## config.mk

```make
export PLATFORM = sky130hd
export DESIGN_NAME = dmem_access_ctrl
export DESIGN_NICKNAME = d
export VERILOG_FILES = /design/src/rtl/cpu_types_pkg.sv /design/src/rtl/dmem_link_reg.sv /design/src/rtl/dmem_access_ctrl.sv
export SDC_FILE = /design/constraint.sdc
export NUM_CORES = 1
export LEC_CHECK = 0
export ABC_AREA = 1
export BUFFER_PORTS_ARGS = -buffer_cell sky130_fd_sc_hd__buf_4
export CORE_MARGIN = 3
export CORE_UTILIZATION = 48
export CTS_CLUSTER_SIZE = 8
export DETAILED_ROUTE_END_ITERATION = 10
export PLACE_DENSITY = 0.86
export SLEW_MARGIN = 25
export SYNTH_ARGS = -nofsm -noshare
export SYNTH_HDL_FRONTEND = slang
export SYNTH_SLANG_ARGS = --single-unit
```

## constraint.sdc

```tcl
create_clock -name CLK -period 4.2 [get_ports CLK]
set_input_delay 0.84 -clock CLK [delete_from_list [all_inputs] [get_ports CLK]]
set_output_delay 0.84 -clock CLK [all_outputs]
set_load 0.05 [all_outputs]
```

## src/rtl/cpu_types_pkg.sv

```systemverilog
// cpu_types_pkg: shared CPU types plus the aligned link-address compare helper.
package cpu_types_pkg;
  typedef enum logic {IDLE, DONE} dmem_state_t;
  function automatic logic line_match(input logic [63:0] a, input logic [63:0] b,
                                      input int unsigned lsb);
    return ((a ^ b) >> lsb) == 64'd0;
  endfunction
endpackage

```

## src/rtl/dmem_link_reg.sv

```systemverilog
// dmem_link_reg: LL/SC link register with set/clear logic and sc_ok; remote snoop clearing when DMEM_LINK_SNOOP_EN is defined.
module dmem_link_reg import cpu_types_pkg::*; #(
  parameter int unsigned ADDR_W    = 32,
  parameter int unsigned ALIGN_LSB = 2
) (
  input  logic              CLK,
  input  logic              RST,
`ifdef DMEM_LINK_SNOOP_EN
  input  logic              snoop_inv_i,
  input  logic [ADDR_W-1:0] snoop_addr_i,
`endif
  input  logic              ll_done_i,
  input  logic              sc_done_i,
  input  logic              st_done_i,
  input  logic [ADDR_W-1:0] req_addr_i,
  output logic              sc_ok_o
);
  logic              link_valid_q, link_valid_d;
  logic [ADDR_W-1:0] link_addr_q, link_addr_d;
  logic              link_hit, snoop_link, snoop_req;
  assign link_hit = line_match(64'(link_addr_q), 64'(req_addr_i), ALIGN_LSB);
`ifdef DMEM_LINK_SNOOP_EN
  assign snoop_link = snoop_inv_i & line_match(64'(snoop_addr_i), 64'(link_addr_q), ALIGN_LSB);
  assign snoop_req  = snoop_inv_i & line_match(64'(snoop_addr_i), 64'(req_addr_i), ALIGN_LSB);
`else
  assign snoop_link = 1'b0;
  assign snoop_req  = 1'b0;
`endif
  // a snoop to the line being linked this very cycle beats the LL
  always_comb begin
    link_addr_d  = ll_done_i ? req_addr_i : link_addr_q;
    link_valid_d = ll_done_i ? ~snoop_req
                             : link_valid_q & ~snoop_link & ~sc_done_i & ~(st_done_i & link_hit);
  end
  assign sc_ok_o = link_valid_q & link_hit & ~snoop_req;
  always_ff @(posedge CLK) begin
    if (RST) begin
      link_valid_q <= 1'b0;
      link_addr_q  <= '0;
    end else begin
      link_valid_q <= link_valid_d;
      link_addr_q  <= link_addr_d;
    end
  end
endmodule

```

## src/rtl/dmem_access_ctrl.sv

```systemverilog
// dmem_access_ctrl: one dcache request per memory instruction, stall until dhit, load capture and LL/SC.
// Optional remote link invalidation is enabled with DMEM_LINK_SNOOP_EN.
module dmem_access_ctrl import cpu_types_pkg::*; #(
  parameter int unsigned ADDR_W    = 32,
  parameter int unsigned DATA_W    = 32,
  parameter int unsigned ALIGN_LSB = 2
) (
  input  logic              CLK,
  input  logic              RST,
`ifdef DMEM_LINK_SNOOP_EN
  input  logic              snoop_inv,
  input  logic [ADDR_W-1:0] snoop_addr,
`endif
  input  logic              req_ren,
  input  logic              req_wen,
  input  logic              req_atomic,
  input  logic [ADDR_W-1:0] req_addr,
  input  logic [DATA_W-1:0] req_wdata,
  input  logic              halt_in,
  input  logic              pipe_adv,
  input  logic              dhit,
  input  logic [DATA_W-1:0] dmemload,
  output logic              dmemREN,
  output logic              dmemWEN,
  output logic              datomic,
  output logic [ADDR_W-1:0] dmemaddr,
  output logic [DATA_W-1:0] dmemstore,
  output logic              stall,
  output logic [DATA_W-1:0] load_data,
  output logic              sc_result
);
  dmem_state_t       state_q, state_d;
  logic              pend_q, pend_d, sc_res_q, sc_res_d;
  logic [DATA_W-1:0] load_data_q, load_data_d;
  logic              mem_req, is_sc, req_act, sc_ok, sc_fail, issue, done;
  assign mem_req = (req_ren | req_wen) & ~halt_in;
  assign is_sc   = req_wen & req_atomic;
  // pend_q keeps an already-issued access alive if halt_in rises before dhit
  assign req_act = (state_q == IDLE) & (mem_req | pend_q);
  assign sc_fail = req_act & ~pend_q & is_sc & ~sc_ok;
  assign issue   = req_act & ~sc_fail;
  assign done    = issue & dhit;
  dmem_link_reg #(.ADDR_W(ADDR_W), .ALIGN_LSB(ALIGN_LSB)) u_link (
    .CLK        (CLK),
    .RST        (RST),
`ifdef DMEM_LINK_SNOOP_EN
    .snoop_inv_i (snoop_inv),
    .snoop_addr_i(snoop_addr),
`endif
    .ll_done_i  (done & req_ren & req_atomic),
    .sc_done_i  ((done & is_sc) | sc_fail),
    .st_done_i  (done & req_wen & ~req_atomic),
    .req_addr_i (req_addr),
    .sc_ok_o    (sc_ok)
  );
  always_comb begin
    state_d     = (state_q == IDLE) ? (((done | sc_fail) & ~pipe_adv) ? DONE : IDLE)
                                    : (pipe_adv ? IDLE : DONE);
    pend_d      = issue & ~dhit;
    load_data_d = (done & req_ren) ? dmemload : load_data_q;
    sc_res_d    = (pipe_adv | sc_fail) ? 1'b0 : (done & is_sc) ? 1'b1 : sc_res_q;
  end
  always_ff @(posedge CLK) begin
    if (RST) begin
      state_q     <= IDLE;
      pend_q      <= 1'b0;
      load_data_q <= '0;
      sc_res_q    <= 1'b0;
    end else begin
      state_q     <= state_d;
      pend_q      <= pend_d;
      load_data_q <= load_data_d;
      sc_res_q    <= sc_res_d;
    end
  end
  assign dmemREN   = issue & req_ren;
  assign dmemWEN   = issue & req_wen;
  assign datomic   = issue & is_sc;
  assign dmemaddr  = req_addr;
  assign dmemstore = req_wdata;
  assign stall     = req_act & ~dhit & ~sc_fail;
  assign load_data = load_data_q;
  assign sc_result = sc_res_q | (done & is_sc);
endmodule

```

After elaboration in Yosys (flattened, before gate mapping)
Index checks and enable logic that the tools add are counted.
- add/sub/neg operators: 0
- $mul: 0
- div/mod/pow operators: 0
- magnitude comparators: 0
- equal/unequal tests: 0
- shift operators: 0
- muxes and demuxes: 4
- bitwise logic cells: 41
- reductions and logical operators: 2
- operators with widths (operator ; count):
    $logic_not 64->1 ; 1
    $xor 32x32->32 ; 1
    $and 1x1->1 ; 24
    $not 1->1 ; 10
    $or 1x1->1 ; 6
    $mux 1 ; 4
    $reduce_or 2->1 ; 1
- bits in registers: 68
- bits in latches: 0
- RAM bits: 0
- ROM bits: 0
- bits of input ports: 104
- output and inout port bits: 101
- word-level logic and storage cells: 53
- memories: 0

Logic depth before layout (Yosys ltp)
Gate-level depths: netlist of the first run.
- depth in word-level cells: 16
- gate-level depth with buffers: 15
- gate-level depth less buffers: 14

Cells and area by module
Synthesis of the first run repeated with hierarchy kept, for this count alone.
- cells, all modules: 515
- area total of the unflattened synthesis: 3618.5 µm²
- by module, submodules not included (module ; instances ; cells an instance ; area an instance (µm²) ; seq. area each (µm²)):
    dmem_access_ctrl ; 1 ; 308 ; 2143.3 ; 700.7
    dmem_link_reg ; 1 ; 207 ; 1475.2 ; 620.6

Worst setup path before layout of the first run
No wires, ideal clock.
- kind: input port to output port
- from: input req_addr[29]
- to: output sc_result
- arrival: 2784 ps
- data required time: 3360 ps
- setup slack: 576 ps
- stages on the path: 11
- buffers on the path: 0
- path through: inv_1 nand2_1 nand2_1 nand2_1 nor2_1 nand2_1 nor2_1 nand3_2 a21oi_1 nand2_1 nand2_1
- cells in the longest elaborated chain, start to end: 10
- ends and longest elaborated chain (element ; line ; RTL):
    start: declaration ; dmem_access_ctrl.sv:17 ; input logic [ADDR_W-1:0] req_addr,
    $xor 32x32->32 ; cpu_types_pkg.sv:6 ; return ((a ^ b) >> lsb) == 64'd0;
    $logic_not 64->1 ; cpu_types_pkg.sv:6 ;
    $and 1x1->1 ; dmem_link_reg.sv:35 ; assign sc_ok_o = link_valid_q & link_hit & ~snoop_req;
    $not 1->1 ; dmem_access_ctrl.sv:40 ; assign sc_fail = req_act & ~pend_q & is_sc & ~sc_ok;
    $and 1x1->1 ; dmem_access_ctrl.sv:40 ;
    $not 1->1 ; dmem_access_ctrl.sv:41 ; assign issue = req_act & ~sc_fail;
    $and 1x1->1 ; dmem_access_ctrl.sv:41 ;
    $and 1x1->1 ; dmem_access_ctrl.sv:42 ; assign done = issue & dhit;
    $and 1x1->1 ; dmem_access_ctrl.sv:83 ; assign sc_result = sc_res_q | (done & is_sc);
    $or 1x1->1 ; dmem_access_ctrl.sv:83 ;
    end: declaration ; dmem_access_ctrl.sv:30 ; output logic sc_result
No other way between the ends.

Worst setup path after layout of the first run
- from: input req_addr[17]
- to: output dmemWEN
- cells in the longest elaborated chain, start to end: 8
- ends and longest elaborated chain (element ; line ; RTL):
    $xor 32x32->32 ; cpu_types_pkg.sv:6 ;
    $logic_not 64->1 ; cpu_types_pkg.sv:6 ;
    $and 1x1->1 ; dmem_link_reg.sv:35 ;
    $not 1->1 ; dmem_access_ctrl.sv:40 ;
    $and 1x1->1 ; dmem_access_ctrl.sv:40 ;
    $not 1->1 ; dmem_access_ctrl.sv:41 ;
    $and 1x1->1 ; dmem_access_ctrl.sv:41 ;
    $and 1x1->1 ; dmem_access_ctrl.sv:77 ; assign dmemWEN = issue & req_wen;
    end: declaration ; dmem_access_ctrl.sv:24 ; output logic dmemWEN,
No other way between the ends.

==> impl_table.tex, run 1 <==
\begin{tabular}{lr}
\hline
Metric & Value \\
\hline
\multicolumn{2}{l}{\textbf{Outcome}} \\
\quad Outcome & complete, no violations \\
\multicolumn{2}{l}{\textbf{Timing}} \\
\quad Minimum period implied by the final worst setup slack & around 3.2 ns \\
\quad Final number of setup-violating endpoints & 0 \\
\quad Tightest slew margin relative to the limit & between 30 and 40\% \\
\quad Setup clock skew after layout & between 0.009 and 0.01 ns \\
\quad Final number of max-transition violations & 0 \\
\quad Measured slew at the worst slew-check pin & between 0.9 and 1 ns \\
\quad Setup repair after global routing missed its margin & false \\
\quad Period utilization & around 76\% \\
\quad Setup TNS Final & 0 ns \\
\quad Hold Fails Final Rpt & 0 \\
\quad Top achievable clock speed & between 300 and 400 MHz \\
\quad Worst slack on hold paths & 0.461 ns \\
\multicolumn{2}{l}{\textbf{Setup path}} \\
\quad Type of the worst setup path & in -> out \\
\quad Startpoint types & input pin \\
\quad Reg2reg path depth & 12 \\
\quad Capture point of the worst reg-to-reg path & u\_link.link\_addr\_q[27] \\
\quad Crit path required time & 3.36 ns \\
\quad Sort of element at the end of the critical path & primary output \\
\quad R2r setup slk & 1.75 ns \\
\quad Reg-to-reg critical path startpoint & u\_link.link\_addr\_q[16] \\
\quad Data arrival time at the worst-slack endpoint & 2.34 ns \\
\quad Peak fanout along the critical path & 7 \\
\multicolumn{2}{l}{\textbf{Clock network}} \\
\quad Number of levels the H-tree was split into & 3 \\
\quad Skew-Pair Late Insertion Delay & between 0.3 and 0.4 ns \\
\quad Buffer count from post-CTS setup fixing & 0 \\
\quad Clock buffer count from CTS & 9 \\
\quad Hold buffer count at cts & 0 \\
\quad Sink Count & 66 \\
\quad Clock slew at the register clock pins of the worst setup and hold paths & approximately 0.070 ns \\
\quad Clock root buffer & sky130\_fd\_sc\_hd\_\_clkbuf\_8 \\
\quad Deepest clock path buffer count & 2 \\
\quad Post-CTS resize count & 0 \\
\quad TritonCTS clock tree & done \\
\multicolumn{2}{l}{\textbf{Placement}} \\
\quad Port-buffer cells & $\sim$140 \\
\quad Detailed placement HPWL & 5940 µm \\
\quad Final Wtd Congestion & between 0.7 and 0.8 \\
\quad Total placed instance area & slightly above 4000 µm² \\
\multicolumn{2}{l}{\textbf{GRT}} \\
\quad Vias in the first global route & slightly below 3000 \\
\quad Number of antenna violations at the first check in global routing & 0 \\
\quad Wire length of the first global-routing pass & 13300 µm \\
\quad Total global routing overflow & 0 \\
\quad Maximum number of pins on one net before global-route repair & between 60 and 70 \\
\quad Aggregate global-route resource usage & 19.2\% \\
\multicolumn{2}{l}{\textbf{Detailed routing}} \\
\quad DRC violation total after the first TritonRoute iteration & between 100 and 150 \\
\quad Number of vias per cell after detailed routing & approximately 4.7 \\
\quad First-pass DRT Iterations & 4 \\
\quad Detail-routed net length per standard cell & approximately 12 µm \\
\quad Count of nets left with antenna violations after detail routing & 0 \\
\quad DRC violation count after routing & 0 \\
\quad Total number of vias & roughly 3200 \\
\quad Drt total wl & 8330 µm \\
\multicolumn{2}{l}{\textbf{Synth}} \\
\quad Post-synthesis async set-or-reset flop share & 0\% \\
\quad Share of the synthesized area in the top cell type & 36.9\% \\
\quad Share of synthesized area occupied by flip-flops and latches & 36.9\% \\
\quad Post-Syn Instances & 507 \\
\quad Number of nets in the synthesized netlist & between 600 and 700 \\
\quad Area contributors post-synth & sky130\_fd\_sc\_hd\_\_dfxtp\_1, sky130\_fd\_sc\_hd\_\_buf\_4, sky130\_fd\_sc\_hd\_\_nand2\_1 \\
\quad Biggest area consumer among synthesized cells & sky130\_fd\_sc\_hd\_\_dfxtp\_1 \\
\quad Post-synth EDFFs & 0 \\
\quad Total standard cell area after synthesis & $\sim$3600 µm² \\
\quad Avg Synthesized Cell Area & 7.06 µm² \\
\quad Number of register bits inferred by synthesis & 66 \\
\quad Synth unique cells & 25 \\
\quad Synthesis warning total & 0 \\
\quad Top flip-flop cell by instance count after synthesis & sky130\_fd\_sc\_hd\_\_dfxtp\_1 \\
\multicolumn{2}{l}{\textbf{Power and ir drop}} \\
\quad Switching share of total power & a little under a third \\
\quad Power density over cell area & about 360 nW/µm² \\
\quad Leakage dissipation & between 2 and 2.5 nW \\
\quad Sequential fraction of design power & 43.0\% \\
\quad Fraction of power consumed by combinational cells & between 20\% and 30\% \\
\quad Peak supply drop & between 0.2 and 0.25 mV \\
\quad Int Pwr & between 1 and 1.5 mW \\
\quad Switching power & $\sim$0.48 mW \\
\quad Clk network pwr share & a little over a third \\
\multicolumn{2}{l}{\textbf{Floorplan}} \\
\quad \# IOs & $\sim$210 \\
\quad Floorplan die height & 92.4 µm \\
\quad Width of the die & roughly 92 µm \\
\quad Floorplan die area & between 8000 and 9000 µm² \\
\quad Core area & 7020 µm² \\
\quad Initial standard-cell utilization of the core & 51.0\% \\
\quad Number of placement rows & 30 \\
\multicolumn{2}{l}{\textbf{Layout}} \\
\quad Leading cell type in the layout, fill and taps excluded & sky130\_fd\_sc\_hd\_\_buf\_4 \\
\quad Commonest non-fill, non-tap cells in the layout & sky130\_fd\_sc\_hd\_\_buf\_4, sky130\_fd\_sc\_hd\_\_nand2\_1, sky130\_fd\_sc\_hd\_\_nor2\_1 \\
\quad Diode count & 0 \\
\quad Fraction of layout instances using a drive strength above 1 & 28.7\% \\
\quad Final net count & around 670 \\
\quad P\&R area growth vs syn & 20.9\% \\
\quad Post-route cell area & about 4300 µm² \\
\multicolumn{2}{l}{\textbf{Min path}} \\
\quad Hold path depth & 2 \\
\quad Hold EP & sc\_res\_q \\
\quad Hold Crit Start & sc\_res\_q \\
\quad Class of the most critical hold timing path & reg -> reg \\
\multicolumn{2}{l}{\textbf{Job}} \\
\quad Count of maximum capacitance violations & 0 \\
\hline
\end{tabular}
==> state kept, by name, summed over array words and instances (netlist names) <==
| register | count |
|---|---|
| u_link.link_addr_q | 30 |
| sc_res_q | 1 |
| state_q | 1 |
| u_link.link_valid_q | 1 |
| pend_q | 1 |
| load_data | 32 |
==> power by group through the flow <==
stage | registers [mW] | clock network [mW] | logic [mW]
floorplan | 0.708 | 0 | 0.284
global placement | 0.673 | 0 | 0.326
detailed placement | 0.674 | 0 | 0.332
CTS | 0.660 | 0.557 | 0.332
global route | 0.662 | 0.589 | 0.357
finish | 0.660 | 0.546 | 0.331
==> per-stage QoR <==
step | utilization [%] | cells | setup slack [ns] | total power [mW]
after CTS | 61.7 | 671 | 0.976 | 1.55
after global placement | 58.8 | 655 | 1.05 | 0.999
after global routing | 61.7 | 671 | 0.825 | 1.61
final | 61.7 | 671 | 1.02 | 1.54
after floorplan | - | 507 | 0.576 | 0.992
after detailed placement | 58.8 | 655 | 0.991 | 1.01
==> final cells by class <==
class                      instances  area [µm²]
inverter                          44         165
tap                               96         120
sequential                        66        1320
multi-input combinational        311        1480
clock inverter                     6        66.3
timing repair buffer             138        1040
fill                             636        2690
clock buffer                      10         138
==> layer usage <==
metal  GRT usage, %  wire, µm  up-vias
met2           31.9      4090      118
met1           22.6      3380     1415
met3           5.85       694       24
li1               -         -     1605
met4           8.91       171        0
met5              0         0        -
==> how the worst max path moves through the flow <==
stage	startpoint	endpoint	slack (ns)	cells past startpoint
global route	req_addr[29]	stall	0.83	13
CTS	req_addr[16]	dmemWEN	0.98	11
global placement	req_addr[16]	stall	1.05	11
detailed placement	req_addr[16]	dmemWEN	0.99	11
finish	req_addr[17]	dmemWEN	1.02	11
floorplan	req_addr[29]	sc_result	0.58	11
==> synthesized netlist by cell type (2+ instances only) <==
cell,count
sky130_fd_sc_hd__dfxtp_1,66
sky130_fd_sc_hd__clkbuf_1,10
sky130_fd_sc_hd__nand3_1,33
sky130_fd_sc_hd__buf_4,70
sky130_fd_sc_hd__buf_6,3
sky130_fd_sc_hd__nand2_1,127
sky130_fd_sc_hd__inv_1,43
sky130_fd_sc_hd__nor2_1,76
sky130_fd_sc_hd__nand3_2,2
sky130_fd_sc_hd__xnor2_1,22
sky130_fd_sc_hd__xor2_1,4
sky130_fd_sc_hd__buf_2,3
sky130_fd_sc_hd__a21oi_1,35
sky130_fd_sc_hd__nor2_2,2
==> worst max-delay path, cell delays in order <==
cell and delay [ns]:
sky130_fd_sc_hd__buf_4 0.12, sky130_fd_sc_hd__xnor2_1 0.13, sky130_fd_sc_hd__nand2_1 0.08, sky130_fd_sc_hd__nor2_1 0.13, sky130_fd_sc_hd__nand2_1 0.09, sky130_fd_sc_hd__nor2_1 0.20, sky130_fd_sc_hd__nand3_2 0.15, sky130_fd_sc_hd__nand2_4 0.14
sky130_fd_sc_hd__nand2_1 0.12, sky130_fd_sc_hd__nor2_1 0.12, sky130_fd_sc_hd__buf_4 0.21
==> logic make-up after synthesis <==
group / synth area share [%]
XOR/XNOR: 6.36
AND/OR/NAND/NOR: 29.3
buffers and inverters: 21.7
AO/OA/AOI/OAI: 5.73
flip-flops: 36.9
Power figures use the tool's default switching activity.
==> inputs of run 2 (changes only) <==
--- a/config.mk
+++ b/config.mk
@@ -5,13 +5,13 @@
 export SDC_FILE = /design/constraint.sdc
 export NUM_CORES = 1
 export LEC_CHECK = 0
-export ABC_AREA = 1
+export ABC_AREA = 0
 export BUFFER_PORTS_ARGS = -buffer_cell sky130_fd_sc_hd__buf_4
 export CORE_MARGIN = 3
-export CORE_UTILIZATION = 48
+export CORE_UTILIZATION = 49
 export CTS_CLUSTER_SIZE = 8
 export DETAILED_ROUTE_END_ITERATION = 10
-export PLACE_DENSITY = 0.86
+export PLACE_DENSITY = 0.81
 export SLEW_MARGIN = 25
 export SYNTH_ARGS = -nofsm -noshare
 export SYNTH_HDL_FRONTEND = slang
==> constraint.sdc (replaced) <==
create_clock -name CLK -period 3 [get_ports CLK]
set_input_delay 0.6 -clock CLK [delete_from_list [all_inputs] [get_ports CLK]]
set_output_delay 0.6 -clock CLK [all_outputs]
set_load 0.05 [all_outputs]
==> impl_table.tex, run 2 <==
\begin{tabular}{lr}
\hline
Metric & Value \\
\hline
\multicolumn{2}{l}{\textbf{Outcome}} \\
\quad Outcome & complete, no violations \\
\multicolumn{2}{l}{\textbf{Timing}} \\
\quad Hold Fails Final Rpt & 0 (unchanged) \\
\quad Minimum period implied by the final worst setup slack & approximately 2.9 ns \\
\quad Tightest slew margin relative to the limit & 37.0\% (-0.88 points) \\
\quad Measured slew at the worst slew-check pin & 0.944 ns (+0.0189 ns) \\
\quad Setup TNS Final & 0 ns (unchanged) \\
\quad Final number of max-transition violations & 0 (unchanged) \\
\quad Worst slack on hold paths & 0.456 ns (-0.00465 ns) \\
\quad Period utilization & a little over nine tenths \\
\quad Final setup slack of the worst path & 0.127 ns (-0.893 ns) \\
\quad Setup clock skew after layout & 0.0101 ns (+0.000559 ns) \\
\quad Top achievable clock speed & between 300 and 400 MHz \\
\quad Final number of setup-violating endpoints & 0 (unchanged) \\
\quad Setup repair after global routing missed its margin & false \\
\multicolumn{2}{l}{\textbf{Floorplan}} \\
\quad Floorplan die height & 106 µm (+15\%) \\
\quad Floorplan die area & 11300 µm² (+32\%) \\
\quad Core area & 9500 µm² (+35\%) \\
\quad Width of the die & 106 µm (+15\%) \\
\quad Number of placement rows & 35 (+17\%) \\
\quad \# IOs & 205 (unchanged) \\
\quad Initial standard-cell utilization of the core & 51.7\% (+0.73 points) \\
\multicolumn{2}{l}{\textbf{Setup path}} \\
\quad Critical path's top delay family & simple AND/OR/NAND/NOR gates \\
\quad Worst-path cell with the longest stage delay & sky130\_fd\_sc\_hd\_\_nor4\_2 \\
\quad Type of the worst setup path & in -> out \\
\quad CP most frequent cell & sky130\_fd\_sc\_hd\_\_buf\_4 \\
\quad Worst Path Buf+Inv & 3 (+1) \\
\quad Sort of element at the end of the critical path & primary output \\
\quad Crit path required time & 2.40 ns (-0.96 ns) \\
\quad Worst path cell trace & buf\_4 -> xnor2\_1 -> nand4\_1 -> nor4\_2 -> buf\_4 -> a21boi\_1 -> nor2\_1 -> buf\_4 \\
\quad Peak fanout along the critical path & 7 (unchanged) \\
\quad Maximum cell stage delay along the critical path & 0.33 ns (+0.12 ns) \\
\quad Startpoint types & input pin \\
\quad Data arrival time at the worst-slack endpoint & 2.27 ns (-0.07 ns) \\
\multicolumn{2}{l}{\textbf{Synth}} \\
\quad Number of register bits inferred by synthesis & 66 (unchanged) \\
\quad Share of synthesized area occupied by flip-flops and latches & 26.9\% (-10 points) \\
\quad Most used standard cell by instance count after synthesis & sky130\_fd\_sc\_hd\_\_dfxtp\_1 \\
\quad Post-synth EDFFs & 0 (unchanged) \\
\quad Synth unique cells & 36 (+44\%) \\
\quad Number of nets in the synthesized netlist & 699 (+14\%) \\
\quad Post-Syn Instances & 595 (+17\%) \\
\quad Biggest area consumer among synthesized cells & sky130\_fd\_sc\_hd\_\_dfxtp\_1 \\
\quad Synthesis warning total & 0 (unchanged) \\
\quad Area contributors post-synth & sky130\_fd\_sc\_hd\_\_dfxtp\_1, sky130\_fd\_sc\_hd\_\_o2111ai\_1, sky130\_fd\_sc\_hd\_\_buf\_4 \\
\quad Most instantiated cells after synthesis & sky130\_fd\_sc\_hd\_\_dfxtp\_1, sky130\_fd\_sc\_hd\_\_buf\_4, sky130\_fd\_sc\_hd\_\_o2111ai\_1 \\
\quad Avg Synthesized Cell Area & 8.26 µm² (+17\%) \\
\quad Top flip-flop cell by instance count after synthesis & sky130\_fd\_sc\_hd\_\_dfxtp\_1 \\
\quad Share of the synthesized area in the top cell type & 26.9\% (-10 points) \\
\quad Post-synthesis async set-or-reset flop share & 0\% (unchanged) \\
\quad Total standard cell area after synthesis & 4920 µm² (+37\%) \\
\multicolumn{2}{l}{\textbf{Layout}} \\
\quad Fraction of layout instances using a drive strength above 1 & 28.7\% (about the same) \\
\quad Diode count & 0 (unchanged) \\
\quad Leading cell type in the layout, fill and taps excluded & sky130\_fd\_sc\_hd\_\_buf\_4 \\
\quad Post-layout instance count excluding filler cells & 753 (+12\%) \\
\quad Final net count & 724 (+7.4\%) \\
\quad Commonest non-fill, non-tap cells in the layout & sky130\_fd\_sc\_hd\_\_buf\_4, sky130\_fd\_sc\_hd\_\_dfxtp\_1, sky130\_fd\_sc\_hd\_\_o2111ai\_1 \\
\quad P\&R area growth vs syn & 13.7\% \\
\quad Largest register FFs & 32 (unchanged) \\
\quad Layout Utilization & 58.8\% (-2.8 points) \\
\multicolumn{2}{l}{\textbf{Power and ir drop}} \\
\quad Int Pwr & 1.45 mW (+36\%) \\
\quad Peak supply drop & 0.316 mV (+45\%) \\
\quad Sequential fraction of design power & 42.8\% (-0.2 points) \\
\quad Leakage dissipation & 1.85 nW (-7.8\%) \\
\quad Switching share of total power & 34.0\% (+3.0 points) \\
\quad Fraction of power consumed by combinational cells & 26.1\% (+4.6 points) \\
\quad Switching power & 0.746 mW (+56\%) \\
\quad Clk network pwr share & 31.2\% (-4.3 points) \\
\quad Power density over cell area & 392 nW/µm² (+10\%) \\
\multicolumn{2}{l}{\textbf{Clock network}} \\
\quad Sink Count & 66 (unchanged) \\
\quad Clock buffer count from CTS & 9 (unchanged) \\
\quad Clock slew at the register clock pins of the worst setup and hold paths & 0.07 ns (about the same) \\
\quad Deepest clock path buffer count & 2 (unchanged) \\
\quad Clock root buffer & sky130\_fd\_sc\_hd\_\_clkbuf\_8 \\
\quad Buffer count from post-CTS setup fixing & 0 (unchanged) \\
\quad Number of levels the H-tree was split into & 3 (unchanged) \\
\quad TritonCTS clock tree & done \\
\quad Skew-Pair Late Insertion Delay & 0.34 ns (about the same) \\
\multicolumn{2}{l}{\textbf{Detailed routing}} \\
\quad Detail-routed net length per standard cell & 18.9 µm (+53\%) \\
\quad DRC violation total after the first TritonRoute iteration & 330 (+130\%) \\
\quad First-pass DRT Iterations & 5 (+1) \\
\quad Total number of vias & 5090 (+61\%) \\
\quad Number of vias per cell after detailed routing & 6.76 (+43\%) \\
\quad Drt total wl & 14300 µm (+71\%) \\
\quad DRC violation count after routing & 0 (unchanged) \\
\quad Count of nets left with antenna violations after detail routing & 0 (unchanged) \\
\multicolumn{2}{l}{\textbf{Placement}} \\
\quad Port-buffer cells & 136 (unchanged) \\
\quad Cell Count Post-Placement & 738 (+13\%) \\
\quad Final Wtd Congestion & 0.820 (+8.2\%) \\
\quad DP Worst Slack & 0.165 ns (-0.826 ns) \\
\quad Detailed placement HPWL & 9190 µm (+55\%) \\
\multicolumn{2}{l}{\textbf{Job}} \\
\quad Count of maximum capacitance violations & 0 (unchanged) \\
\multicolumn{2}{l}{\textbf{GRT}} \\
\quad Wire length of the first global-routing pass & 22500 µm (+69\%) \\
\quad Aggregate global-route resource usage & 23.9\% (+4.7 points) \\
\quad Number of antenna violations at the first check in global routing & 0 (unchanged) \\
\quad Total global routing overflow & 0 (unchanged) \\
\quad Maximum number of pins on one net before global-route repair & 94 (+49\%) \\
\quad Vias in the first global route & 4415 (+50\%) \\
\multicolumn{2}{l}{\textbf{Min path}} \\
\quad Class of the most critical hold timing path & in -> reg \\
\hline
\end{tabular}
-- run 2: cell types whose count changed in the layout (fill, tap and decap cells not counted), moves of 33 or more --
cell	delta
sky130_fd_sc_hd__nor2_1	-73
sky130_fd_sc_hd__nand2_1	-92
sky130_fd_sc_hd__nor2b_1	+33
sky130_fd_sc_hd__nand4_1	+39
sky130_fd_sc_hd__o2111ai_1	+62
sky130_fd_sc_hd__inv_1	-40
sky130_fd_sc_hd__a21oi_1	-33
-- run 2: cell type report --
type	instances	area, µm²
clock buffer	13	159
timing repair buffer	155	1190
clock inverter	2	12.5
sequential	66	1320
fill	831	3910
inverter	3	13.8
multi-input combinational	385	2730
tap	129	161
-- run 2: logic make-up after synthesis --
| logic type | after synthesis | synth area share (%) |
|---|---|---|
| simple gates | 161 | 17.8 |
| compound gates | 194 | 31.9 |
| buf+inv | 144 | 18.0 |
| flops | 66 | 26.9 |
| xor+xnor | 30 | 5.34 |
-- run 2: repair_timing --
| item | 4_1_cts | 5_1_grt |
|---|---|---|
| hold buffers | 0 | 0 |
| hold endpoints to repair | 0 | 0 |
| setup endpoints to repair | 0 | 4 |
| gates resized for setup | 0 | 2 |
-- run 2: power by group through the flow --
stage	Combinational, mW	Sequential [mW]	Clock (mW)
floorplan	0.449	1.02	0
global placement	0.558	0.953	0
global route	0.606	0.941	0.728
detailed placement	0.567	0.956	0
CTS	0.568	0.936	0.694
finish	0.571	0.937	0.683
-- run 2: metrics by stage --
| stage | total power, mW | area [µm²] |
|---|---|---|
| after floorplan | 1.46 | 4920 |
| after global placement | 1.51 | 5410 |
| after detailed placement | 1.52 | 5410 |
| after CTS | 2.20 | 5580 |
| after global routing | 2.28 | 5590 |
| final | 2.19 | 5590 |
-- run 2: worst paths after layout --
| kind | to | slack (ns) | start | cells after the start |
|---|---|---|---|---|
| worst min-delay path | sc_res_q | 0.46 | pipe_adv | 2 |
| worst max register to register | load_data[2] | 0.61 | state_q | 7 |
| worst max-delay path | stall | 0.13 | req_addr[4] | 8 |
| worst min register to register | sc_res_q | 0.48 | sc_res_q | 2 |
-- run 2: metal layers --
metal	up-vias	global-route usage, %	share of wire, %
met5	-	0	0
met4	0	5.46	1.2
met3	19	6.01	11
met2	306	37.7	47
met1	2390	32.7	41
li1	2375	-	-
